--- src/rtl/knn_result_voter.sv ---
// knn_result_voter: tracks the nearest label in each dictionary group, votes it into per-class
// counters, and latches the majority class when knn_fin rises.
module knn_result_voter (
  input  logic        clk_en,
  input  logic        reset_n,
  input  logic        dic_go,
  input  logic [13:0] distance,
  input  logic [3:0]  m,
  input  logic        dic_end,
  input  logic        dic_end_q,
  input  logic        knn_fin,
  output logic        out_flag,
  output logic [3:0]  knn_resultf,
  output logic [13:0] min_o,
  output logic [3:0]  min_p_o,
  output logic [5:0]  max_o,
  output logic [3:0]  max_p_o,
  output logic [3:0]  max_cnt_o,
  output logic        q0_o,
  output logic        q1_o,
  output logic        fin_o,
  output logic        stop_o,
  output logic [5:0]  color_cnt_0,
  output logic [5:0]  color_cnt_1,
  output logic [5:0]  color_cnt_2,
  output logic [5:0]  color_cnt_3,
  output logic [5:0]  color_cnt_4
);
  logic [5:0] cnt [5];
  logic       fresh;
  logic [5:0] c_max;
  logic [3:0] c_idx;
  logic [3:0] c_ties;
  logic       accept;
  logic       vote;
  logic       finish;
  assign color_cnt_0 = cnt[0];
  assign color_cnt_1 = cnt[1];
  assign color_cnt_2 = cnt[2];
  assign color_cnt_3 = cnt[3];
  assign color_cnt_4 = cnt[4];
  assign accept = dic_go && !dic_end && !stop_o;
  assign vote   = dic_end && !q0_o && !stop_o;
  assign finish = knn_fin && !fin_o && !stop_o;
  // Strict compare keeps the lowest class index on ties.
  always_comb begin
    c_max  = '0;
    c_idx  = '0;
    c_ties = '0;
    for (int i = 0; i < 5; i++) begin
      c_idx = (cnt[i] > c_max) ? 4'(i) : c_idx;
      c_max = (cnt[i] > c_max) ? cnt[i] : c_max;
    end
    for (int i = 0; i < 5; i++) c_ties = (cnt[i] == c_max) ? c_ties + 4'd1 : c_ties;
  end
  always_ff @(posedge clk_en) begin
    if (reset_n) begin
      out_flag    <= 1'b0;
      knn_resultf <= '0;
      min_o       <= '0;
      min_p_o     <= '0;
      max_o       <= '0;
      max_p_o     <= '0;
      max_cnt_o   <= '0;
      q0_o        <= 1'b0;
      q1_o        <= 1'b0;
      fin_o       <= 1'b0;
      stop_o      <= 1'b0;
      fresh       <= 1'b1;
      for (int i = 0; i < 5; i++) cnt[i] <= '0;
    end else begin
      q0_o      <= dic_end;
      q1_o      <= dic_end_q;
      fin_o     <= knn_fin;
      max_o     <= c_max;
      max_p_o   <= c_idx;
      max_cnt_o <= c_ties;
      out_flag  <= finish;
      if (finish) begin
        knn_resultf <= c_idx;
        stop_o      <= 1'b1;
      end
      if (accept && (fresh || dic_end_q || distance < min_o)) begin
        min_o   <= distance;
        min_p_o <= m;
      end
      if (accept) fresh <= 1'b0;
      if (vote) fresh <= 1'b1;
      for (int i = 0; i < 5; i++)
        if (vote && min_p_o == 4'(i) && cnt[i] != 6'd63) cnt[i] <= cnt[i] + 6'd1;
    end
  end
endmodule

--- config.mk ---
export PLATFORM = sky130hd
export DESIGN_NAME = knn_result_voter
export DESIGN_NICKNAME = d
export VERILOG_FILES = /design/src/rtl/knn_result_voter.sv
export SDC_FILE = /design/constraint.sdc
export NUM_CORES = 1
export LEC_CHECK = 0
export BUFFER_PORTS_ARGS = -buffer_cell sky130_fd_sc_hd__buf_2
export CELL_PAD_IN_SITES_DETAIL_PLACEMENT = 1
export CELL_PAD_IN_SITES_GLOBAL_PLACEMENT = 1
export CORE_ASPECT_RATIO = 0.8
export CORE_MARGIN = 4
export CORE_UTILIZATION = 46
export CTS_CLUSTER_DIAMETER = 200
export CTS_CLUSTER_SIZE = 16
export DETAILED_ROUTE_END_ITERATION = 8
export PLACE_DENSITY_LB_ADDON = 0.1
export SETUP_SLACK_MARGIN = 0.4
export SLEW_MARGIN = 20
export SYNTH_ARGS = -nofsm -noshare
export SYNTH_HDL_FRONTEND = slang
export SYNTH_SLANG_ARGS = --single-unit
--- constraint.sdc ---
create_clock -name clk_en -period 27.3 [get_ports clk_en]
set_input_delay 2.73 -clock clk_en [delete_from_list [all_inputs] [get_ports clk_en]]
set_output_delay 2.73 -clock clk_en [all_outputs]
set_load 0.005 [all_outputs]
### Word-level counts from Yosys, hierarchy flattened

Memory sizes are Yosys's and may differ from the RTL's.
Cells that the tools add are included.

| word-level totals | value |
|---|---|
| register bits after elaboration | 42 |
| memory bits (writable) | 30 |
| bits of input ports | 24 |
| output and inout port bits | 71 |
| logic and storage cells | 108 |
| memories kept | 1 |

Memory list:

| memory | words | bits a word | read ports | clocked after memory_dff | write ports | line | RTL |
|---|---|---|---|---|---|---|---|
| cnt | 5 | 6 | 5 | 0 | 5 | 29 | `logic [5:0] cnt [5];` |

| operators by class | value |
|---|---|
| $add $sub $neg | 9 |
| magnitude comparators | 6 |
| equality and inequality tests | 14 |
| multiplexer cells | 36 |
| bitwise gates (word level) | 5 |
| reductions and logical operators | 25 |

Operators with widths:

| cell | number |
|---|---|
| $mux 6 | 10 |
| $add 6x1->6 const B | 5 |
| $eq 6x6->1 | 5 |
| $ne 6x6->1 const B | 5 |
| $gt 6x6->1 | 4 |
| $mux 1 | 19 |
| $logic_and 1x1->1 | 17 |
| $lt 14x14->1 | 1 |
| $eq 4x2->1 const B | 2 |
| $mux 4 | 2 |
| $gt 6x1->1 const B | 1 |
| $mux 2 | 3 |
| $mux 3 | 2 |
| $or 1x1->1 | 5 |
| $add 3x1->4 const B | 1 |
| $add 4x1->4 const B | 1 |
| $eq 4x1->1 const B | 1 |
| $eq 4x3->1 const B | 1 |
| $logic_not 1->1 | 4 |
| $logic_not 4->1 | 1 |
| $add 2x1->3 const B | 1 |
| $add 1x1->2 const B | 1 |
| $logic_or 1x1->1 | 2 |
| $reduce_or 2->1 | 1 |

### Depth between registers and ports, before layout

Gate-level depths: netlist of the first run.
An unclocked memory read counts as a cell.

| logic depth | value |
|---|---|
| depth after elaboration | 21 |
| mapped depth | 54 |
| depth with buffers taken out | 51 |

### Worst setup path before layout of the first run

OpenSTA, ideal clock, no wires.

| timing path | value |
|---|---|
| path kind | reg2reg |
| start point | memory cnt[0][0] |
| end point | register max_cnt_o[2] |
| library setup time | 121 ps |
| arrival time | 9029 ps |
| data required time | 27179 ps |
| setup slack | 18150 ps |
| cell stages (with the launch flop) | 50 |
| path buffers | 4 |
| cells stage by stage | edfxtp_1 > inv_1 > ha_1 > nand3_1 > nand2_1 > ha_1 > nor2b_1 > o21ai_2 > a31oi_1 > buf_2 > nor2_1 > a21oi_1 > ha_1 > nand2_1 > nor2_1 > mux2i_1 > nor2b_1 > o2bb2ai_2 > (+14 left out) > a21oi_1 > o21ai_0 > o21ai_0 > clkbuf_1 > clkbuf_1 > a31o_2 > xor2_1 > nand3_1 > or2_2 > inv_1 > ha_1 > xnor2_2 > ha_1 > o22ai_1 > inv_1 > ha_1 > and3b_1 > mux2_2 |

RTL lines:

| what | line | RTL |
|---|---|---|
| start: declaration | 29 |  |
| end signal: assignment | 77 | `max_cnt_o <= c_ties;` |
| end: declaration | 18 | `output logic [3:0] max_cnt_o,` |

==> reports/metrics.cfg, run 1 <==
[route]
dr_wl_met3_um = 937
drt_iter0_drc = 221
drc_errors = 0
vias = 4619
antenna_left = 0
routed_wl_um = 15700
routed.top_layer = met4
avgRoutedWirePerCell_um = 19.2
viasPerCell = 5.65
drt-met1-wl_um = 7120
wl_met2_um = 7410
drtPass1Iterations = 4

[clock_tree]
ctsHoldBuffers = 0
clk_path_buf_depth = 2
cts-resized-gates = 0
cts_buffers = 9
clock-sinks = 70
clkTransAtPathRegs_ps = 60
clk_latency_ps = 340
root_buffer = clkbuf_16
cts_setup_buffers = 0
htreeDepth = 3
cts_tree = yes

[timing]
setup_viol = 0
fin_skew_ps = 11.1
post-route-period-util_pct = 40.5
max_slew_margin_pct = 38.0
hold_viol = 0
finalSetupTns_ps = 0
min_period_ps = 11050
slew_violations = 0
rsz0062_at_grt = no
worst_pin_slew_ps = 926
max_freq_ghz = 0.0905

[floorplan]
ios = 95
initial_utilization_pct = 47.1
core-area_um2 = 10900
die_y_um = 102
dieWidth_um = 126
fp-row-count = 34
die_area_um2 = 12900

[synth]
synth_edf_count = 30
async_reset_ff_share_pct = 0
seq_area_frac_synth_pct = 33.2
ys_ff_latch = 70
syn_inst = 587
yosys_warnings = 0
synth_flop_cell = dfxtp_1
synth_cell_type_count = 69
syn_area_per_cell_um2 = 8.74
netlist_area_um2 = 5130

[power]
p_leak_nw = 2.66
p_per_area_nw_per_um2 = 82.4
vdd_drop_max_v = 0.0000388

[critical_path]
cp.arrival_ps = 11270
critPathCaptureType = register
slowest_stage = a31oi_1
crit_path_frequent_cell = ha_1
critPathKind = register to register
crit_required_ps = 27530
start_kind = register
slowest_delay_ps = 760
path_max_fanout = 20

[global_route]
grt_pass1_wl_um = 24900
grt_max_degree = 47
overflow = 0
track_usage_pct = 24.6
grt_pass1_vias = 4662
antenna_found_initial = 0

[flow_run]
max_cap_violations = 0

[place]
gp_congestion = 0.866
portBuffers = 92
placed_cells_incl_taps = 801
hpwl_um = 12100

[min_path]
hp-class = register to register

[final_layout]
nNetsFinal = 735
layout_commonest_cell = buf_2
syn_to_final_growth_pct = 16.6
antenna_cells = 0
final_cell_mix = 92 x buf_2, 85 x nor2_1, 43 x ha_1
drive_gt1_share_pct = 21.2
instances_no_fill = 817

[outcome]
status = finished clean

==> synthesized netlist by cell type, types with 4 or more instances <==
cell	n	share of area, %
or2_2	5	0.61
nor2_1	85	6.2
mux2i_1	26	5.1
nand2_1	35	2.6
nor3_1	15	1.5
a21oi_1	23	2.2
nand4_1	6	0.73
nand3_1	24	2.3
nor4_1	5	0.61
o21ai_1	5	0.49
and3_1	5	0.61
clkbuf_1	18	1.3
nor2b_1	12	1.5
o21ai_0	10	0.98
a21o_1	18	2.6
ha_1	43	10
dfxtp_1	40	16
inv_1	40	2.9
edfxtp_1	30	18
and4_1	6	1.0
nand3b_1	5	0.73
a31oi_1	6	0.73
xor2_1	12	2.0
nand2b_1	7	0.85
a311oi_1	4	0.68
xnor2_1	31	5.3
and2_1	6	0.73
==> registers in the layout (all words and copies together), names as in the netlist <==
| name | cells |
|---|---|
| min_o | 14 |
| fresh | 1 |
| out_flag | 1 |
| min_p_o | 4 |
| q0_o | 1 |
| max_p_o | 3 |
| max_cnt_o | 4 |
| q1_o | 1 |
| cnt | 30 |
| knn_resultf | 3 |
| fin_o | 1 |
| max_o | 6 |
| stop_o | 1 |
==> where the power goes <==
group	switching, mW	internal, mW
Combinational	0.150	0.0943
Sequential	0.0110	0.122
Clock	0.0479	0.0670
==> per-stage QoR <==
| step | hold WS [ps] | setup WS (ps) | utilization, % | instance area (um^2) | power, mW |
|---|---|---|---|---|---|
| floorplan | 479 | 18150 | - | 5130 | 0.309 |
| global placement | 469 | 16880 | 52.3 | 5690 | 0.365 |
| detailed placement | 488 | 16370 | 52.3 | 5690 | 0.375 |
| CTS | 500 | 16310 | 54.9 | 5980 | 0.493 |
| global route | 525 | 15300 | 54.9 | 5980 | 0.526 |
| finish | 496 | 16250 | 54.9 | 5980 | 0.493 |
==> routing by layer <==
layer  global-route usage (%)  vias to the layer above
met1                     33.6                     2247
li1                         -                     2225
met4                     6.76                        0
met3                     4.55                       25
met5                        0                        -
met2                     40.2                      122
==> final timing paths <==
path         cells after the start  slack (ps)            from             end
max                             46       16250       cnt[0][0]    max_cnt_o[2]
min                              2         500  knn_resultf[0]  knn_resultf[0]
max reg2reg                     46       16250       cnt[0][0]    max_cnt_o[2]
min reg2reg                      2         500  knn_resultf[0]  knn_resultf[0]
==> cell families (layout without fill, tap and decap cells) <==
group | after synthesis | count (layout) | synth area share (%)
and+or+nand+nor | 236 | 236 | 24.0
AOI/OAI and AO/OA | 95 | 95 | 13.2
DFF | 70 | 70 | 33.2
buffers and inverters | 68 | 153 | 5.39
xor gates and xnor gates | 44 | 44 | 7.66
adders and majority gates | 43 | 43 | 10.5
muxes | 30 | 30 | 6.02
other | 1 | 2 | 0.0731
==> final cells by class <==
class | count | area [um^2]
repair buffers | 96 | 490
clock buffers | 12 | 256
flip-flops and latches | 70 | 1700
clock inverters | 4 | 28.8
inverters | 41 | 154
multi-input cells | 450 | 3170
fillers | 1332 | 4910
well taps | 144 | 180
==> worst max-delay path, delay by kind of cell, from the launching register on <==
family	cells	cell delay (ps)
compound gates	12	3550
simple gates	16	2640
fa+ha+maj	8	2070
mux	3	1140
buf+inv	5	570
flops	1	530
xor+xnor	2	410
No activity file was read; power rests on OpenSTA's default activity.
==> run 2, diff against run 1 <==
--- a/config.mk
+++ b/config.mk
@@ -10,7 +10,7 @@
 export CELL_PAD_IN_SITES_GLOBAL_PLACEMENT = 1
 export CORE_ASPECT_RATIO = 0.8
 export CORE_MARGIN = 4
-export CORE_UTILIZATION = 46
+export CORE_UTILIZATION = 38
 export CTS_CLUSTER_DIAMETER = 200
 export CTS_CLUSTER_SIZE = 16
 export DETAILED_ROUTE_END_ITERATION = 8
==> constraint.sdc (replaced) <==
create_clock -name clk_en -period 9.8 [get_ports clk_en]
set_input_delay 0.98 -clock clk_en [delete_from_list [all_inputs] [get_ports clk_en]]
set_output_delay 0.98 -clock clk_en [all_outputs]
set_load 0.005 [all_outputs]
==> reports/metrics.cfg, run 2 (synthesis results as in run 1) <==
[floorplan]
core-area_um2 = 13100  ; +20%
die_y_um = 112  ; +9.2%
ios = 95  ; unchanged
fp-row-count = 37  ; +8.8%
die_area_um2 = 15400  ; +19%
dieWidth_um = 138  ; +9.4%
initial_utilization_pct = 39.3  ; -7.8 points

[route]
routed_wl_um = 17600  ; +12%
avgRoutedWirePerCell_um = 19.7  ; +2.7%
vias = 4872  ; +5.5%
antenna_left = 0  ; unchanged
drt_iter0_drc = 237  ; +7.2%
drtPass1Iterations = 4  ; unchanged
drc_errors = 0  ; unchanged
viasPerCell = 5.46  ; -3.5%

[timing]
hold_slack_ps = 487  ; -9.14 ps
post-route-period-util_pct = 93.9  ; +53 points
fin_skew_ps = 8.42  ; -2.67 ps
hold_viol = 0  ; unchanged
worst_pin_slew_ps = 666  ; -259 ps
slew_violations = 0  ; unchanged
setup_viol = 0  ; unchanged
setup_slack_ps = 602  ; -15,650 ps
min_period_ps = 9200  ; -1850 ps
max_slew_margin_pct = 55.2  ; +17 points
rsz0062_at_grt = no
max_freq_ghz = 0.109  ; +20%
finalSetupTns_ps = 0  ; unchanged

[critical_path]
path_max_fanout = 7  ; -65%
reg2reg_depth = 50  ; +8.7%
crit_required_ps = 10030  ; -17,500 ps
slowest_delay_ps = 420  ; -340 ps
start_kind = register
critPathCaptureType = register
cp_num_buf_inv = 10  ; +5
cp.depth = 50  ; +8.7%
critPathKind = register to register
critPathTopFamily = compound AO/OA/AOI/OAI gates
cp.arrival_ps = 9430  ; -1840 ps
slowest_stage = edfxtp_1

[final_layout]
largest-register = cnt
final_cell_mix = 93 x buf_2, 81 x nor2_1, 43 x buf_4
largest_reg_flops = 30  ; unchanged
post-route-cell-area_um2 = 6690  ; +12%
antenna_cells = 0  ; unchanged
syn_to_final_growth_pct = 30.4
nNetsFinal = 780  ; +6.1%
instances_no_fill = 893  ; +9.3%
largestRegisters = cnt x30, min_o x14, max_o x6
layout_commonest_cell = buf_2
drive_gt1_share_pct = 33.1  ; +12 points

[global_route]
antenna_found_initial = 0  ; unchanged
overflow = 0  ; unchanged
track_usage_pct = 22.4  ; -2.2 points
grt_max_degree = 47  ; unchanged
grt_pass1_vias = 4926  ; +5.7%
grt_pass1_wl_um = 26800  ; +7.7%

[clock_tree]
clock-sinks = 70  ; unchanged
root_buffer = clkbuf_16
clk_path_buf_depth = 2  ; unchanged
cts_tree = yes
ctsHoldBuffers = 0  ; unchanged
clk_latency_ps = 340  ; about the same
cts_buffers = 9  ; unchanged
htreeDepth = 3  ; unchanged
clkTransAtPathRegs_ps = 60  ; about the same

[place]
portBuffers = 92  ; unchanged
dpl-instance-area_um2 = 5840  ; +2.5%
gp_congestion = 0.881  ; +1.8%
placed_cells_incl_taps = 846  ; +5.6%
pre_cts_ws_ps = -116  ; -16,490 ps
hpwl_um = 12800  ; +5.5%

[power]
pwr-share-clk_pct = 21.3  ; -2.0 points
swShare_pct = 41.7  ; -0.73 points
cellInternalPower_mw = 0.938  ; +230%
p_per_area_nw_per_um2 = 241  ; +190%
p_leak_nw = 2.95  ; +11%
vdd_drop_max_v = 0.000109  ; +180%
combPwrFrac_pct = 55.9  ; +6.3 points
p_seq_share_pct = 22.8  ; -4.2 points
power_switching_mw = 0.672  ; +220%

[min_path]
hp-class = register to register
hold_depth = 2  ; unchanged

[flow_run]
max_cap_violations = 0  ; unchanged

[outcome]
status = finished clean

run 2: area by class of cell:
| type | instances | area [um^2] |
|---|---|---|
| Clock buffer | 11 | 243 |
| Clock inverter | 5 | 56.3 |
| Fill cell | 1567 | 6360 |
| Inverter | 41 | 154 |
| Multi-Input combinational cell | 451 | 3480 |
| Sequential cell | 70 | 1700 |
| Tap cell | 175 | 219 |
| Timing Repair Buffer | 140 | 833 |
run 2: power by group through the flow:
stage	sequential, mW	clock [mW]	combinational [mW]
2_1_floorplan	0.369	0	0.491
3_3_place_gp	0.373	0	0.683
3_5_place_dp	0.374	0	0.708
4_1_cts	0.366	0.350	0.744
5_1_grt	0.371	0.362	0.974
6_report	0.367	0.344	0.899
run 2: path summary, 6_finish.rpt:
| check | from | end | slack (ps) |
|---|---|---|---|
| setup / recovery | cnt[0][0] | max_cnt_o[2] | 600 |
| hold / removal | knn_resultf[0] | knn_resultf[0] | 490 |
| setup reg to reg | cnt[0][0] | max_cnt_o[2] | 600 |
| hold reg to reg | knn_resultf[0] | knn_resultf[0] | 490 |
run 2: layer usage:
layer	track usage (%)	wire, um	vias up
met5	0	0	-
met4	5.40	400	0
met3	4.43	964	27
met2	36.8	8450	118
met1	30.1	7830	2406
li1	-	-	2321
run 2: worst reg2reg max path, delay by kind of cell, from the launching register on:
family                   cells  cell delay [ps]
flip-flops                   1              420
XOR/XNOR                     1              140
AND/OR/NAND/NOR             16             2490
AO/OA/AOI/OAI               14             2590
buffers and inverters       10             1250
adder cells (fa/ha/maj)      7             1720
multiplexers                 2              460
run 2: repair_timing:
item | in CTS | in global routing
pin swaps | 2 | 20
resized for setup | 15 | 58
setup endpoints to repair | 2 | 4
setup buffers | 7 | 22
cloned | 0 | 2
run 2: metrics by stage:
step | util, % | power, mW
2_1_floorplan | - | 0.860
3_5_place_dp | 44.7 | 1.08
5_1_grt | 51.2 | 1.71
4_1_cts | 47.8 | 1.46
6_report | 51.2 | 1.61
3_3_place_gp | 44.7 | 1.06
==> run 3, diff against run 2 <==
--- a/config.mk
+++ b/config.mk
@@ -14,6 +14,7 @@
 export CTS_CLUSTER_DIAMETER = 200
 export CTS_CLUSTER_SIZE = 16
 export DETAILED_ROUTE_END_ITERATION = 8
+export GPL_TIMING_DRIVEN = 0
 export PLACE_DENSITY_LB_ADDON = 0.1
 export SETUP_SLACK_MARGIN = 0.4
 export SLEW_MARGIN = 20
==> constraint.sdc (replaced) <==
create_clock -name clk_en -period 9.8 [get_ports clk_en]
set_input_delay 1.96 -clock clk_en [delete_from_list [all_inputs] [get_ports clk_en]]
set_output_delay 1.96 -clock clk_en [all_outputs]
set_load 0.005 [all_outputs]
==> reports/metrics.cfg, run 3 (synthesis results as in run 1) <==
[floorplan]
die_area_um2 = 15400  ; unchanged
initial_utilization_pct = 39.3  ; unchanged
die_y_um = 112  ; unchanged
core-area_um2 = 13100  ; unchanged
dieWidth_um = 138  ; unchanged
fp-row-count = 37  ; unchanged
ios = 95  ; unchanged

[route]
avgRoutedWirePerCell_um = 19.7  ; -0.12%
drc_errors = 0  ; unchanged
antenna_left = 0  ; unchanged
drt_iter0_drc = 212  ; -11%
drtPass1Iterations = 4  ; unchanged
viasPerCell = 5.38  ; -1.4%
routed_wl_um = 18100  ; +2.8%
vias = 4942  ; +1.4%

[power]
p_leak_nw = 3.04  ; +3.1%
vdd_drop_max_v = 0.000106  ; -2.9%
p_per_area_nw_per_um2 = 243  ; +1.0%

[min_path]
hp-class = register to register

[place]
portBuffers = 91  ; -1.1%
dpl-instance-area_um2 = 5810  ; -0.51%
hpwl_um = 13100  ; +2.3%
placed_cells_incl_taps = 854  ; +0.95%
gp_congestion = 0.881  ; about the same

[critical_path]
path_max_fanout = 10  ; +3
critPathCaptureType = register
crit_required_ps = 10040  ; about the same
cp.arrival_ps = 9310  ; -120 ps
start_kind = register
slowest_delay_ps = 430  ; about the same
crit_path_frequent_cell = inv_1
slowest_stage = edfxtp_1
critPathKind = register to register

[final_layout]
largest_reg_flops = 30  ; unchanged
multiInputGateArea_um2 = 3570  ; +2.6%
instances_no_fill = 919  ; +2.9%
largestRegisters = cnt x30, min_o x14, max_o x6
largest-register = cnt
layout_commonest_cell = buf_2
drive_gt1_share_pct = 33.5  ; +0.32 points
final_cell_mix = 92 x buf_2, 81 x nor2_1, 50 x buf_4
finish.utilization_pct = 53.3  ; +2.0 points
syn_to_final_growth_pct = 35.6
post-route-cell-area_um2 = 6960  ; +4.0%
antenna_cells = 0  ; unchanged
nNetsFinal = 806  ; +3.3%
layout.area.seq_um2 = 1700  ; unchanged
fillers = 1532  ; -2.2%

[global_route]
grt_max_degree = 14  ; -70%
track_usage_pct = 23.0  ; +0.63 points
antenna_found_initial = 0  ; unchanged
overflow = 0  ; unchanged
grt_pass1_wl_um = 27600  ; +2.8%
grt_pass1_vias = 5001  ; +1.5%

[timing]
rsz0062_at_grt = no
finalSetupTns_ps = 0  ; unchanged
hold_viol = 0  ; unchanged
fin_skew_ps = 11.2  ; +2.77 ps
setup_viol = 0  ; unchanged
max_freq_ghz = 0.110  ; +1.4%
hold_slack_ps = 492  ; +4.45 ps
min_period_ps = 9070  ; -127 ps
slew_violations = 0  ; unchanged
worst_pin_slew_ps = 767  ; +101 ps
post-route-period-util_pct = 92.6  ; -1.3 points
max_slew_margin_pct = 48.8  ; -6.4 points

[clock_tree]
cts_tree = yes
htreeDepth = 3  ; unchanged
cts_buffers = 9  ; unchanged
clock-sinks = 70  ; unchanged
root_buffer = clkbuf_16
clkTransAtPathRegs_ps = 70  ; about the same
clk_latency_ps = 350  ; about the same
clk_path_buf_depth = 2  ; unchanged
ctsHoldBuffers = 0  ; unchanged

[outcome]
status = finished clean

[flow_run]
max_cap_violations = 0  ; unchanged

run 3: through the flow:
stage	total power, mW	worst slack (ps)
2_1_floorplan	0.860	650
3_3_place_gp	1.04	-1040
3_5_place_dp	1.06	-1390
4_1_cts	1.55	403
5_1_grt	1.80	251
6_report	1.69	729
run 3: where the power goes:
group	leakage (nW)	internal [mW]	switching, mW
Sequential	0.638	0.340	0.0269
Combinational	2.25	0.455	0.538
Clock	0.146	0.188	0.144
Total	3.04	0.983	0.709
run 3: timing repair:
action | in CTS | in global routing
endpoints found under the setup margin | 4 | 4
resized for setup | 56 | 44
setup buffers | 20 | 28
cloned | 0 | 1
pin swaps | 11 | 22
run 3: final timing paths:
path / depth (start not counted) / to / slack (ps) / startpoint
worst max-delay path: 48 / max_cnt_o[2] / 730 / cnt[0][5]
worst min-delay path: 2 / knn_resultf[0] / 490 / knn_resultf[0]
worst max register to register: 48 / max_cnt_o[2] / 730 / cnt[0][5]
worst min register to register: 2 / knn_resultf[0] / 490 / knn_resultf[0]
run 3: layer usage:
metal  share of wire [%]  vias up  track usage [%]
li1                    -     2373                -
met1                  47     2453             32.7
met2                  47      107             36.5
met3                 5.0        9             4.43
met4                0.73        0             4.34
met5                   0        -                0
run 3: layout make-up:
| cell class | count | share of cell area (%) |
|---|---|---|
| tap | 175 | 3.15 |
| multi-input combinational | 450 | 51.4 |
| clock buffer | 11 | 3.63 |
| buffer | 27 | 2.61 |
| clock inverter | 5 | 0.576 |
| timing repair buffer | 140 | 12.0 |
| inverter | 41 | 2.21 |
| sequential | 70 | 24.5 |
run 3: worst max-delay path, delay by kind of cell (launching register included):
family,cells,cell delay [ps]
DFF,1,430
adders and majority gates,7,1730
buffers and inverters,9,1150
AOI/OAI and AO/OA,12,1910
muxes,3,860
xor gates and xnor gates,2,390
and+or+nand+nor,15,2460
